File: config.mk
export PLATFORM = sky130hd
export DESIGN_NAME = vga_framebuffer_arbiter_flat
export DESIGN_NICKNAME = d
export VERILOG_FILES = /design/src/rtl/vga_pkg.sv /design/src/rtl/vga_framebuffer_arbiter_if.sv /design/src/rtl/vga_read_pipeline.sv /design/src/rtl/vga_framebuffer_arbiter.sv /design/src/flat_wrapper.sv
export SDC_FILE = /design/constraint.sdc
export NUM_CORES = 1
export LEC_CHECK = 0
export ABC_AREA = 1
export BUFFER_PORTS_ARGS = -buffer_cell sky130_fd_sc_hd__clkbuf_2
export CORE_ASPECT_RATIO = 1.4
export CORE_MARGIN = 5
export CORE_UTILIZATION = 43
export DETAILED_ROUTE_END_ITERATION = 16
export HOLD_SLACK_MARGIN = 0.02
export PLACE_DENSITY = 0.93
export SYNTH_ARGS = -nofsm -noshare
export SYNTH_HDL_FRONTEND = slang
export SYNTH_SLANG_ARGS = --single-unit
File: constraint.sdc
create_clock -name clk -period 2.7 [get_ports clk]
set_input_delay 0.405 -clock clk [delete_from_list [all_inputs] [get_ports clk]]
set_output_delay 0.405 -clock clk [all_outputs]
set_load 0.005 [all_outputs]
File: src/rtl/vga_pkg.sv
`default_nettype none
// ============================================================================
// Module   : vga_pkg
// Purpose  : Geometry/timing constants, swap state and pixel address helper
//            shared by the framebuffer arbiter slice.
// Revision : 1.0 - initial release
// ============================================================================
package vga_pkg;

  // Visible geometry and 640x480@60 border/porch timing.
  localparam int c_WIDTH               = 640;
  localparam int c_HEIGHT              = 480;
  localparam int c_H_FRONT_PORCH       = 16;
  localparam int c_H_SYNC              = 96;
  localparam int c_H_BACK_PORCH        = 48;
  localparam int c_V_FRONT_PORCH       = 10;
  localparam int c_V_SYNC              = 2;
  localparam int c_V_BACK_PORCH        = 33;

  localparam int c_PIXEL_WIDTH         = 8;
  localparam int c_READ_LATENCY        = 1;
  localparam int c_LINE_WIDTH          = $clog2(c_HEIGHT);
  localparam int c_COLUMN_WIDTH        = $clog2(c_WIDTH);
  localparam int c_PIXEL_ADDRESS_WIDTH = $clog2(c_WIDTH * c_HEIGHT);

  typedef enum logic [0:0] {
    SWAP_IDLE    = 1'b0,
    SWAP_PENDING = 1'b1
  } swap_state_t;

  // Row-major address; 32-bit unsigned so no truncation inside the visible range.
  function automatic int unsigned pixel_address(
    input int unsigned line,
    input int unsigned column,
    input int unsigned width
  );
    return line * width + column;
  endfunction

endpackage
`default_nettype wire

File: src/rtl/vga_framebuffer_arbiter_if.sv
`default_nettype none
// ============================================================================
// Module   : vga_framebuffer_arbiter_if
// Purpose  : Timing, writer, swap and RAM signals of the framebuffer arbiter.
// Revision : 1.0 - initial release
// ============================================================================
interface vga_framebuffer_arbiter_if #(
  parameter int WIDTH       = vga_pkg::c_WIDTH,
  parameter int HEIGHT      = vga_pkg::c_HEIGHT,
  parameter int PIXEL_WIDTH = vga_pkg::c_PIXEL_WIDTH
);
  import vga_pkg::*;

  localparam int c_LINE_W = $clog2(HEIGHT);
  localparam int c_COL_W  = $clog2(WIDTH);
  localparam int c_ADDR_W = $clog2(WIDTH * HEIGHT);

  logic                   pixelTick;
  logic                   displayActive;
  logic [c_LINE_W-1:0]    line;
  logic [c_COL_W-1:0]     column;
  logic                   frameStart;
  logic                   swapRequest;
  logic                   swapDone;
  logic                   writeValid;
  logic                   writeReady;
  logic [c_ADDR_W-1:0]    writeAddress;
  logic [PIXEL_WIDTH-1:0] writeData;
  logic                   writeDropped;
  logic [c_ADDR_W:0]      memAddress;
  logic                   memWriteEnable;
  logic [PIXEL_WIDTH-1:0] memWriteData;
  logic [PIXEL_WIDTH-1:0] memReadData;
  logic [PIXEL_WIDTH-1:0] pixel;
  logic                   pixelValid;

  // Arbiter side.
  modport slave (
    input  pixelTick, displayActive, line, column, frameStart, swapRequest,
           writeValid, writeAddress, writeData, memReadData,
    output swapDone, writeReady, writeDropped, memAddress, memWriteEnable,
           memWriteData, pixel, pixelValid
  );

  // Timing controller / writer / RAM side.
  modport master (
    output pixelTick, displayActive, line, column, frameStart, swapRequest,
           writeValid, writeAddress, writeData, memReadData,
    input  swapDone, writeReady, writeDropped, memAddress, memWriteEnable,
           memWriteData, pixel, pixelValid
  );

endinterface
`default_nettype wire

File: src/rtl/vga_read_pipeline.sv
`default_nettype none
// ============================================================================
// Module   : vga_read_pipeline
// Purpose  : Tags display reads through the RAM latency and registers the
//            returned pixel (zero when the slot carried no read).
// Revision : 1.0 - initial release
// ============================================================================
module vga_read_pipeline #(
  parameter int PIXEL_WIDTH  = 8,
  parameter int READ_LATENCY = 1
) (
  input  logic                   clk,
  input  logic                   rst,
  input  logic                   i_read,
  input  logic [PIXEL_WIDTH-1:0] i_mem_data,
  output logic [PIXEL_WIDTH-1:0] o_pixel,
  output logic                   o_pixel_valid
);

  logic [READ_LATENCY-1:0] r_tag;

  generate
    if (READ_LATENCY == 1) begin : g_single
      always_ff @(posedge clk) begin
        if (rst) r_tag <= '0;
        else     r_tag <= i_read;
      end
    end else begin : g_multi
      always_ff @(posedge clk) begin
        if (rst) r_tag <= '0;
        else     r_tag <= {r_tag[READ_LATENCY-2:0], i_read};
      end
    end
  endgenerate

  // Tag exits exactly when the RAM presents the data for that read.
  always_ff @(posedge clk) begin
    if (rst) begin
      o_pixel       <= '0;
      o_pixel_valid <= 1'b0;
    end else begin
      o_pixel_valid <= r_tag[READ_LATENCY-1];
      o_pixel       <= r_tag[READ_LATENCY-1] ? i_mem_data : '0;
    end
  end

endmodule
`default_nettype wire

File: src/rtl/vga_framebuffer_arbiter.sv
`default_nettype none
// ============================================================================
// Module   : vga_framebuffer_arbiter
// Purpose  : Shares a single-port double-buffered pixel RAM between scan-out
//            (priority) and a writer, with tear-free frame-boundary swaps.
// Revision : 1.0 - initial release
// ============================================================================
module vga_framebuffer_arbiter
  import vga_pkg::*;
#(
  parameter int WIDTH        = c_WIDTH,
  parameter int HEIGHT       = c_HEIGHT,
  parameter int PIXEL_WIDTH  = c_PIXEL_WIDTH,
  parameter int READ_LATENCY = c_READ_LATENCY
) (
  input  logic                     clk,
  input  logic                     rst,
  vga_framebuffer_arbiter_if.slave bus
);

  localparam int c_ADDR_W = $clog2(WIDTH * HEIGHT);

  swap_state_t         r_state;
  swap_state_t         w_state_next;
  logic                w_toggle;
  logic                r_display_buffer;
  logic                r_swap_done;
  logic                r_write_dropped;
  logic                w_display_read;
  logic                w_write_ready;
  logic                w_write_accept;
  logic                w_write_in_range;
  logic [c_ADDR_W-1:0] w_display_address;

  // Out-of-range coordinates behave exactly like blanking.
  assign w_display_read = bus.pixelTick & bus.displayActive &
                          (int'(bus.line) < HEIGHT) & (int'(bus.column) < WIDTH);

  assign w_display_address = c_ADDR_W'(pixel_address(32'(bus.line), 32'(bus.column), WIDTH));
  assign w_write_in_range  = 32'(bus.writeAddress) < 32'(WIDTH * HEIGHT);

  // Back buffer is frozen while a swap is pending.
  assign w_write_ready  = ~rst & ~w_display_read & bus.writeValid & (r_state == SWAP_IDLE);
  assign w_write_accept = bus.writeValid & w_write_ready;

  assign bus.writeReady     = w_write_ready;
  assign bus.memWriteEnable = w_write_accept & w_write_in_range;
  assign bus.memWriteData   = bus.writeData;
  assign bus.memAddress     = w_display_read ? {r_display_buffer, w_display_address}
                                             : {~r_display_buffer, bus.writeAddress};
  assign bus.swapDone       = r_swap_done;
  assign bus.writeDropped   = r_write_dropped;

  always_comb begin
    w_state_next = r_state;
    w_toggle     = 1'b0;
    case (r_state)
      SWAP_IDLE: begin
        if (bus.swapRequest) w_state_next = SWAP_PENDING;
      end
      SWAP_PENDING: begin
        if (bus.frameStart) begin
          w_state_next = SWAP_IDLE;
          w_toggle     = 1'b1;
        end
      end
      default: w_state_next = SWAP_IDLE;
    endcase
  end

  always_ff @(posedge clk) begin
    if (rst) begin
      r_state          <= SWAP_IDLE;
      r_display_buffer <= 1'b0;
      r_swap_done      <= 1'b0;
      r_write_dropped  <= 1'b0;
    end else begin
      r_state          <= w_state_next;
      r_display_buffer <= r_display_buffer ^ w_toggle;
      r_swap_done      <= w_toggle;
      r_write_dropped  <= w_write_accept & ~w_write_in_range;
    end
  end

  vga_read_pipeline #(
    .PIXEL_WIDTH  (PIXEL_WIDTH),
    .READ_LATENCY (READ_LATENCY)
  ) u_read_pipeline (
    .clk           (clk),
    .rst           (rst),
    .i_read        (w_display_read),
    .i_mem_data    (bus.memReadData),
    .o_pixel       (bus.pixel),
    .o_pixel_valid (bus.pixelValid)
  );

endmodule
`default_nettype wire

File: src/flat_wrapper.sv
// flat-port wrapper written by rule: the top's interface ports become plain ports
module vga_framebuffer_arbiter_flat import vga_pkg::*;
#(
  parameter int WIDTH        = c_WIDTH,
  parameter int HEIGHT       = c_HEIGHT,
  parameter int PIXEL_WIDTH  = c_PIXEL_WIDTH,
  parameter int READ_LATENCY = c_READ_LATENCY
)
  (clk, rst, bus_pixelTick, bus_displayActive, bus_line, bus_column, bus_frameStart, bus_swapRequest, bus_writeValid, bus_writeAddress, bus_writeData, bus_memReadData, bus_swapDone, bus_writeReady, bus_writeDropped, bus_memAddress, bus_memWriteEnable, bus_memWriteData, bus_pixel, bus_pixelValid);
  vga_framebuffer_arbiter_if #(.WIDTH(WIDTH), .HEIGHT(HEIGHT), .PIXEL_WIDTH(PIXEL_WIDTH)) bus_i ();
  input  logic clk;
  input  logic rst;
  input wire logic [$bits(bus_i.pixelTick)-1:0] bus_pixelTick;
  input wire logic [$bits(bus_i.displayActive)-1:0] bus_displayActive;
  input wire logic [$bits(bus_i.line)-1:0] bus_line;
  input wire logic [$bits(bus_i.column)-1:0] bus_column;
  input wire logic [$bits(bus_i.frameStart)-1:0] bus_frameStart;
  input wire logic [$bits(bus_i.swapRequest)-1:0] bus_swapRequest;
  input wire logic [$bits(bus_i.writeValid)-1:0] bus_writeValid;
  input wire logic [$bits(bus_i.writeAddress)-1:0] bus_writeAddress;
  input wire logic [$bits(bus_i.writeData)-1:0] bus_writeData;
  input wire logic [$bits(bus_i.memReadData)-1:0] bus_memReadData;
  output wire logic [$bits(bus_i.swapDone)-1:0] bus_swapDone;
  output wire logic [$bits(bus_i.writeReady)-1:0] bus_writeReady;
  output wire logic [$bits(bus_i.writeDropped)-1:0] bus_writeDropped;
  output wire logic [$bits(bus_i.memAddress)-1:0] bus_memAddress;
  output wire logic [$bits(bus_i.memWriteEnable)-1:0] bus_memWriteEnable;
  output wire logic [$bits(bus_i.memWriteData)-1:0] bus_memWriteData;
  output wire logic [$bits(bus_i.pixel)-1:0] bus_pixel;
  output wire logic [$bits(bus_i.pixelValid)-1:0] bus_pixelValid;
  assign bus_i.pixelTick = bus_pixelTick;
  assign bus_i.displayActive = bus_displayActive;
  assign bus_i.line = bus_line;
  assign bus_i.column = bus_column;
  assign bus_i.frameStart = bus_frameStart;
  assign bus_i.swapRequest = bus_swapRequest;
  assign bus_i.writeValid = bus_writeValid;
  assign bus_i.writeAddress = bus_writeAddress;
  assign bus_i.writeData = bus_writeData;
  assign bus_i.memReadData = bus_memReadData;
  assign bus_swapDone = bus_i.swapDone;
  assign bus_writeReady = bus_i.writeReady;
  assign bus_writeDropped = bus_i.writeDropped;
  assign bus_memAddress = bus_i.memAddress;
  assign bus_memWriteEnable = bus_i.memWriteEnable;
  assign bus_memWriteData = bus_i.memWriteData;
  assign bus_pixel = bus_i.pixel;
  assign bus_pixelValid = bus_i.pixelValid;
  vga_framebuffer_arbiter #(.WIDTH(WIDTH), .HEIGHT(HEIGHT), .PIXEL_WIDTH(PIXEL_WIDTH), .READ_LATENCY(READ_LATENCY)) u_core (.clk(clk), .rst(rst), .bus(bus_i));
endmodule
After elaboration in Yosys (flattened, before gate mapping)
Index checks and enable logic that the tools add are counted.
Word-level totals
  flip-flop bits (word level): 14
  bits of input ports: 61
  output and inout port bits: 41
  word-level logic and storage cells: 35
Operators by class
  add/sub/neg operators: 1
  $mul: 1
  magnitude comparators: 3
  muxes and demuxes: 6
  bitwise logic cells: 16
  reductions and logical operators: 1
Operator list (number)
  two-way mux 20 bit: 1
  adder 19 x 10 -> 19 bit: 1
  < comparator 19 bit (second input constant): 1
  multiplier 9 x 3 -> 12 bit (second input constant): 1
  < comparator 10 bit (second input constant): 1
  bitwise AND 1 bit: 9
  < comparator 9 bit (second input constant): 1
  inverter 1 bit: 6
  two-way mux 1 bit: 4
  one-hot mux 1 bit (2 select lines): 1
  OR reduction 2 bit: 1
  bitwise XOR 1 bit: 1

Logic depth before layout (Yosys ltp)
Gate-level depths: netlist (run 1).
  depth after elaboration: 9
  gate-level depth with buffers: 14

Modules after synthesis
Synthesis (run 1) repeated with hierarchy kept, for this count alone.
Unflattened totals
  cells, all modules: 243
  area total of the unflattened synthesis: 1567.8 um^2
Modules (own cells, without submodules)
  vga_framebuffer_arbiter: instances 1, cells each 212, area an instance 1281.2 um^2, seq. area each 80.1 um^2
  vga_read_pipeline: instances 1, cells each 31, area an instance 286.5 um^2, seq. area each 200.2 um^2

Worst setup path before layout (run 1)
Ideal clock, no wire load.
  kind: input-to-output
  from: input port bus_line[1]
  to: output port bus_memAddress[17]
  arrival time: 2.127 ns
  slack: 0.168 ns
  stages: 11
  path buffers: 0
  cells stage by stage: ha_1 > ha_1 > fa_1 > nand3_1 > nor2_2 > nand3_4 > nor2_4 > nand2_1 > nand2_1 > nand3_1 > nand2_1
On the way
  word-level cells in the longest chain between the ends: 4
RTL lines
  from (decl): RTL line flat_wrapper.sv:15  | input wire logic [$bits(bus_i.line)-1:0] bus_line;
  parallel branches: the longest is 3 deep, another holds adder 19 x 10 -> 19 bit
  two-way mux 20 bit *: RTL line vga_framebuffer_arbiter.sv:49  | assign bus.memAddress = w_display_read ? {r_display_buffer, w_display_address}
  to (decl): RTL line flat_wrapper.sv:26  | output wire logic [$bits(bus_i.memAddress)-1:0] bus_memAddress;
Every way passes the cells marked *.

Final worst setup path (run 1)
  from: input port bus_line[3]
  to: output port bus_memAddress[17]
Same word-level chain as after synthesis.

==> results of run 1 <==
## synthesized netlist by cell type
library cell,n
a21oi_1,4
and2_1,2
and3_1,1
buf_4,9
buf_6,3
clkinv_1,1
dfxtp_1,14
fa_1,2
ha_1,17
inv_1,38
inv_4,1
nand2_1,79
nand2_2,4
nand2_4,2
nand3_1,13
nand3_4,2
nand3b_1,1
nand4_1,3
nor2_1,21
nor2_2,1
nor2_4,3
nor3_1,2
o21ai_0,5
o21ai_1,5
o21ai_2,1
o31ai_1,1
or2_1,1
or2_4,1
xnor2_1,1
xor2_1,5
## timing repair
item | CTS | global route
hold endpoints to repair | 0 | 0
buffers inserted | 0 | 1
endpoints found under the setup margin | 6 | 7
gates cloned | 0 | 0
resized for setup | 5 | 23
pin swaps | 4 | 11
## stage by stage
stage / TNS (ns) / area [um2]
after floorplan: 0 / 1559
after global placement: -0.06803 / 1973
after detailed placement: -0.3504 / 1973
after CTS: 0 / 2056
after global routing: -0.1701 / 2192
final: 0 / 2192
## routing by layer
| layer | GRT usage | share of wire | vias up |
|---|---|---|---|
| li1 | - | - | 907 |
| met1 | 0.1723 | 0.34 | 767 |
| met2 | 0.3319 | 0.56 | 62 |
| met3 | 0.01908 | 0.062 | 20 |
| met4 | 0.08677 | 0.043 | 0 |
| met5 | 0 | 0 | - |
## worst paths after layout
| kind | slack (ns) | cells past startpoint | endpoint | startpoint |
|---|---|---|---|---|
| setup / recovery | 0.07 | 13 | bus_memAddress[17] | bus_line[3] |
| hold / removal | 0.34 | 3 | u_core.u_read_pipeline.o_pixel[2] | bus_memReadData[2] |
| setup reg to reg | 1.96 | 4 | u_core.r_display_buffer | u_core.r_state |
| hold reg to reg | 0.50 | 2 | u_core.bus.swapDone | u_core.r_state |
## power groups by stage
stage | logic (uW) | clock network, uW | registers (uW)
6_report | 413 | 203 | 214
3_5_place_dp | 350 | 0 | 219
4_1_cts | 361 | 210 | 214
5_1_grt | 460 | 221 | 214
2_1_floorplan | 244 | 0 | 219
3_3_place_gp | 340 | 0 | 218
## sequential cells by signal, summed over array words and instances, names as in the netlist
name	cells
u_core.u_read_pipeline.o_pixel	8
u_core.r_state	1
u_core.u_read_pipeline.o_pixel_valid	1
u_core.bus.writeDropped	1
u_core.bus.swapDone	1
u_core.u_read_pipeline.r_tag	1
u_core.r_display_buffer	1
## worst max-delay path, delay by kind of cell
kind | cells | cell delay (ns)
buffers and inverters | 2 | 0.20
adders and majority gates | 3 | 0.96
and+or+nand+nor | 8 | 0.65
## cells by family after synthesis
kind of cell / Yosys count
adder cells (fa/ha/maj): 19
XOR/XNOR: 6
AND/OR/NAND/NOR: 136
flip-flops: 14
AO/OA/AOI/OAI: 16
buffers and inverters: 52
## layout make-up
class / instances / area (um2) / share of cell area
Sequential cell: 14 / 280.3 / 0.1279
Timing Repair Buffer: 91 / 480.5 / 0.2192
Clock buffer: 4 / 55.05 / 0.02511
Multi-Input combinational cell: 177 / 1171 / 0.5342
Inverter: 40 / 152.6 / 0.06963
Tap cell: 42 / 52.55 / 0.02397
==> reports/metrics.yaml, run 1 <==
fill_cells: 333
rsz0062_at_grt: "yes"
cts-root-buf: "clkbuf_8"
min_path_type: "input pin to register"
drive_gt1_frac: 0.3957
synth_top_family_by_area: "simple AND/OR/NAND/NOR gates"
cts_sinks: 14
die_area_mm2: 0.004947
start_kind: "input pin"
grt_overflow: 0
total_power_uw: 830.6
yosysTopAreaCellShare: 0.1902
avgSynthCellArea_um2: 6.416
ys_types: 30
comb_power_share: 0.497
core_area_mm2: 0.003578
rows: 26
syn-cell-area_mm2: 0.001559
seq_area_frac_synth: 0.1798
worstPathMaxFanout: 3
p_sw_frac: 0.3668
htreeDepth: 1
clockBufferDepth: 2
antenna_found_initial: 0
end_kind: "primary output"
routed_wl_um: 4429
pwr-share-clk: 0.245
dp_hpwl_um: 3452
worst_pin_slew_ns: 0.3245
p_leak_uw: 0.001277
ioPinCount: 102
status: "completed"
p_sw_uw: 304.6
cts_tree: "yes"
power_density_mw_per_mm2: 378.9
finalNonFillerCells: 368
crit_chain: "buf_8 > ha_4 > ha_4 > fa_2 > nand3_4 > nor2_4 > nand3_4 > nor2_4 > nand2_1 > nand2_1 > nand3_1 > nand2_1 > buf_2"
critPathKind: "input pin to primary output"
sequentialPowerShare: 0.258
area_delta_synth_final_pct: 40.61
setup_viol: 0
drtPass1Iterations: 4
cts_buffers: 3
worstPathRequired_ns: 2.30
drc: 0
grt_pass1_wl_um: 6637
cp.arrival_ns: 2.23
vias: 1756
finalCritPeriodShare: 0.9753
die_w_um: 60.89
fmax_mhz: 379.7
antenna_violating_nets_post_route: 0
postCtsHoldBufs: 0
synth_compound_area_frac: 0.05538
synth.area.mux_share: 0
die_h_um: 81.25
peakVddDrop_mv: 0.3101
place_ws_ns: -0.1126
synth_area_leaders: "nand2_1, dfxtp_1, ha_1"
synth_warnings: 0
max_cap_viol_count: 0
num_antenna_cells: 0
layout_common_cells: "clkbuf_2, nand2_1, inv_1, nor2_1, dfxtp_1"
post-route-util: 0.6126
clk_latency_ns: 0.25
synthCells: 243
crit_top_cell: "nand2_1"
routed_via_density: 4.772
synth-simple-area-share: 0.4061
drt_iter0_drc: 64
hold_ws_ns: 0.3441
fin_ws_ns: 0.06659
timing.final.crit_period_ns: 2.633
port_buffers: 85
initial_core_util: 0.4357
synth.net_count: 323
grt_pass1_vias: 1641
nNetsFinal: 407
netlist.top_cell.by_area: "nand2_1"
crit_slowest_cell: "fa_2"
slowest_delay_ns: 0.57
path_clk_slew_ns: 0.05
synth_xor_area_frac: 0.03371
dp_cells: 363
maxSlewHeadroom: 0.7814
wire_per_inst_um: 12.04
gp_congestion: 0.9210
slew_violations: 0
ys_ff_latch: 14
final-hold-violation-count: 0
grt_start_max_net_pins: 29
layout_commonest_cell: "clkbuf_2"
skew_ns: 0.002080
synthAdderAreaFrac: 0.1621
intPower_uw: 525.9
grt_use_total: 0.1719
No activity file was read; power rests on OpenSTA's default activity.
==> inputs of run 2 (changes only) <==
- PLACE_DENSITY: 0.93 -> 0.92
- SYNTH_HIERARCHICAL: default -> 1
==> reports/metrics.yaml, run 2 <==
initial_core_util: 0.4381  # was 0.4357
setup_viol: 0  # unchanged
seq_area_frac_synth: 0.1788  # was 0.1798
hold_ws_ns: 0.3524  # was 0.3441 ns
fmax_mhz: 373.8  # was 379.7 MHz
placed_area_mm2: 0.001979  # was 0.001973 mm2
grt_start_max_net_pins: 28  # was 29
routed_via_density: 4.905  # was 4.772
synthAdderAreaFrac: 0.1612  # was 0.1621
yosysTopAreaCellShare: 0.1844  # was 0.1902
rsz0062_at_grt: "yes"  # unchanged
synth.most_common_cell: "nand2_1"  # unchanged
grt_util_met1: 0.1817  # was 0.1723
grt_pass1_wl_um: 6982  # was 6637 um
cts_buffers: 3  # unchanged
nNetsFinal: 409  # was 407
synth_top_family_by_area: "simple AND/OR/NAND/NOR gates"  # unchanged
die_w_um: 61.03  # was 60.89 um
routed_wl_um: 5040  # was 4429 um
syn-cell-area_mm2: 0.001568  # was 0.001559 mm2
power_density_mw_per_mm2: 380.9  # was 378.9 mW/mm2
synth_xor_area_frac: 0.03911  # was 0.03371
dp_cells: 363  # unchanged
finalNonFillerCells: 370  # was 368
synthCells: 243  # unchanged
critPathKind: "input pin to primary output"  # unchanged
finalCritPeriodShare: 0.9908  # was 0.9753
use_met2: 0.3506  # was 0.3319
num_antenna_cells: 0  # unchanged
synth.net_count: 323  # unchanged
area_delta_synth_final_pct: 44.61  # was 40.61%
timing.final.crit_period_ns: 2.675  # was 2.633 ns
peakVddDrop_mv: 0.3465  # was 0.3101 mV
dp_hpwl_um: 3583  # was 3452 um
finalSetupTns_ns: 0  # unchanged
antenna_violating_nets_post_route: 0  # unchanged
ys.flop_type: "dfxtp_1"  # unchanged
cp.arrival_ns: 2.27  # was 2.23 ns
busiest_layer: "met2"  # unchanged
postCtsHoldBufs: 0  # unchanged
clockBufferDepth: 2  # unchanged
p_leak_uw: 0.001301  # was 0.001277 uW
cts_tree: "yes"  # unchanged
clk_latency_ns: 0.24  # was 0.25 ns
die_area_mm2: 0.004971  # was 0.004947 mm2
rows: 26  # unchanged
drc: 0  # unchanged
gr-usage-met3: 0.02516  # was 0.01908
avgSynthCellArea_um2: 6.452  # was 6.416 um2
antenna_found_initial: 0  # unchanged
cts_sinks: 14  # unchanged
min_path_type: "input pin to register"  # unchanged
wire_per_inst_um: 13.62  # was 12.04 um
top_register: "u_core/u_read_pipeline/o_pixel"  # was u_core.u_read_pipeline.o_pixel
end_kind: "primary output"  # unchanged
place_ws_ns: -0.1175  # was -0.1126 ns
synthArstFlopShare: 0  # unchanged
port_buffers: 85  # unchanged
netlist.top_cell.by_area: "nand2_1"  # unchanged
grt_use_total: 0.1798  # was 0.1719
htreeDepth: 1  # unchanged
drive_gt1_frac: 0.4390  # was 0.3957
gp_congestion: 0.8772  # was 0.9210
layout_commonest_cell: "clkbuf_2"  # unchanged
fin_ws_ns: 0.02476  # was 0.06659 ns
ioPinCount: 102  # unchanged
drt_iter0_drc: 43  # was 64
layout_common_cells: "clkbuf_2, nand2_1, inv_1, nor2_1, dfxtp_1"  # unchanged
largest_register_ffs: 8  # unchanged
start_kind: "input pin"  # unchanged
synth_edf_count: 0  # unchanged
ys_ff_latch: 14  # unchanged
synth_warnings: 6  # was 0
maxSlewHeadroom: 0.7310  # was 0.7814
cts-root-buf: "clkbuf_8"  # unchanged
status: "completed"  # unchanged
skew_ns: 0.0006353  # was 0.002080 ns
worstPathMaxFanout: 3  # unchanged
vias: 1815  # was 1756
grt_pass1_vias: 1754  # was 1641
worstPathRequired_ns: 2.30  # about the same
path_clk_slew_ns: 0.05  # about the same
max_cap_viol_count: 0  # unchanged
ys_types: 32  # was 30
synth-simple-area-share: 0.3966  # was 0.4061
netlist_top_cells_count: "nand2_1, inv_1, nor2_1"  # unchanged
worst_pin_slew_ns: 0.3993  # was 0.3245 ns
grt_overflow: 0  # unchanged
synth.area.mux_share: 0  # unchanged
final-hold-violation-count: 0  # unchanged
drtPass1Iterations: 4  # unchanged
synth_area_leaders: "nand2_1, dfxtp_1, ha_1"  # unchanged
postLayoutCellArea_mm2: 0.002267  # was 0.002192 mm2
die_h_um: 81.45  # was 81.25 um
slew_violations: 0  # unchanged
core_area_mm2: 0.003578  # unchanged
synth_compound_area_frac: 0.05826  # was 0.05538
==> run 2: cell count changes in the layout (fill, tap and decap cells not counted), moves of 2 or more <==
cell / before / now
nand2_1: 76 / 71
buf_4: 6 / 8
clkbuf_2: 83 / 81
inv_2: 1 / 5
nand2_2: 7 / 9
nand3_2: 2 / 4
inv_1: 37 / 34
nand3_1: 10 / 8
nor2_1: 21 / 19
==> run 2: critical path: stages <==
cell     delay [ns]
buf_8          0.10
ha_4           0.23
ha_4           0.16
fa_2           0.35
buf_4          0.16
nand2_2        0.10
nand2_1        0.10
nand2_2        0.10
nand2_4        0.07
nand3_4        0.09
nor2_4         0.04
nor2_1         0.10
nand2_1        0.07
o21ai_2        0.06
buf_2          0.13
==> run 2: final cells by class <==
| class | instances | area, um2 |
|---|---|---|
| tap | 42 | 52.55 |
| inverter | 41 | 156.4 |
| timing repair buffer | 93 | 501.7 |
| fill | 287 | 1311 |
| clock buffer | 4 | 55.05 |
| sequential | 14 | 280.3 |
| multi-input combinational | 176 | 1221 |
==> run 2: per-stage QoR <==
stage,util,power (uW)
after CTS,0.5846,793.4
after global routing,0.6336,917.0
final,0.6336,863.5
after global placement,0.5531,560.1
after floorplan,-,463.2
after detailed placement,0.5531,572.3
==> run 2: report_power, final <==
part | internal, uW | switching, uW | total (uW)
sequential | 212 | 2.98 | 215
clock | 129 | 68.5 | 198
combinational | 200 | 250 | 450
total | 542 | 322 | 863
==> run 2: cells by family (layout without fill, tap and decap cells) <==
group           Yosys count  count (layout)
compound gates           17              17
xor+xnor                  7               7
fa+ha+maj                19              19
buf+inv                  53             138
flops                    14              14
simple gates            133             133
==> run 2: metal layers <==
layer,share of wire,routed length [um],vias up
li1,-,-,910
met1,0.34,1721,808
met2,0.55,2752,86
met3,0.084,424,11
met4,0.028,141,0
met5,0,0,-
==> run 2: path summary, 6_finish.rpt <==
path / start / to / depth (start not counted) / slack, ns
worst max-delay path: bus_line[3] / bus_memAddress[15] / 15 / 0.02
worst min-delay path: bus_memReadData[2] / u_core/u_read_pipeline/o_pixel[2] / 3 / 0.35
worst max register to register: u_core/r_state / u_core/r_display_buffer / 3 / 1.96
worst min register to register: u_core/r_state / u_core/r_state / 1 / 0.48
==> run 2: repair_timing <==
item | 4_1_cts | 5_1_grt
buffers inserted | 1 | 2
endpoints found under the setup margin | 5 | 7
gates resized for setup | 7 | 36
pin swaps | 6 | 15
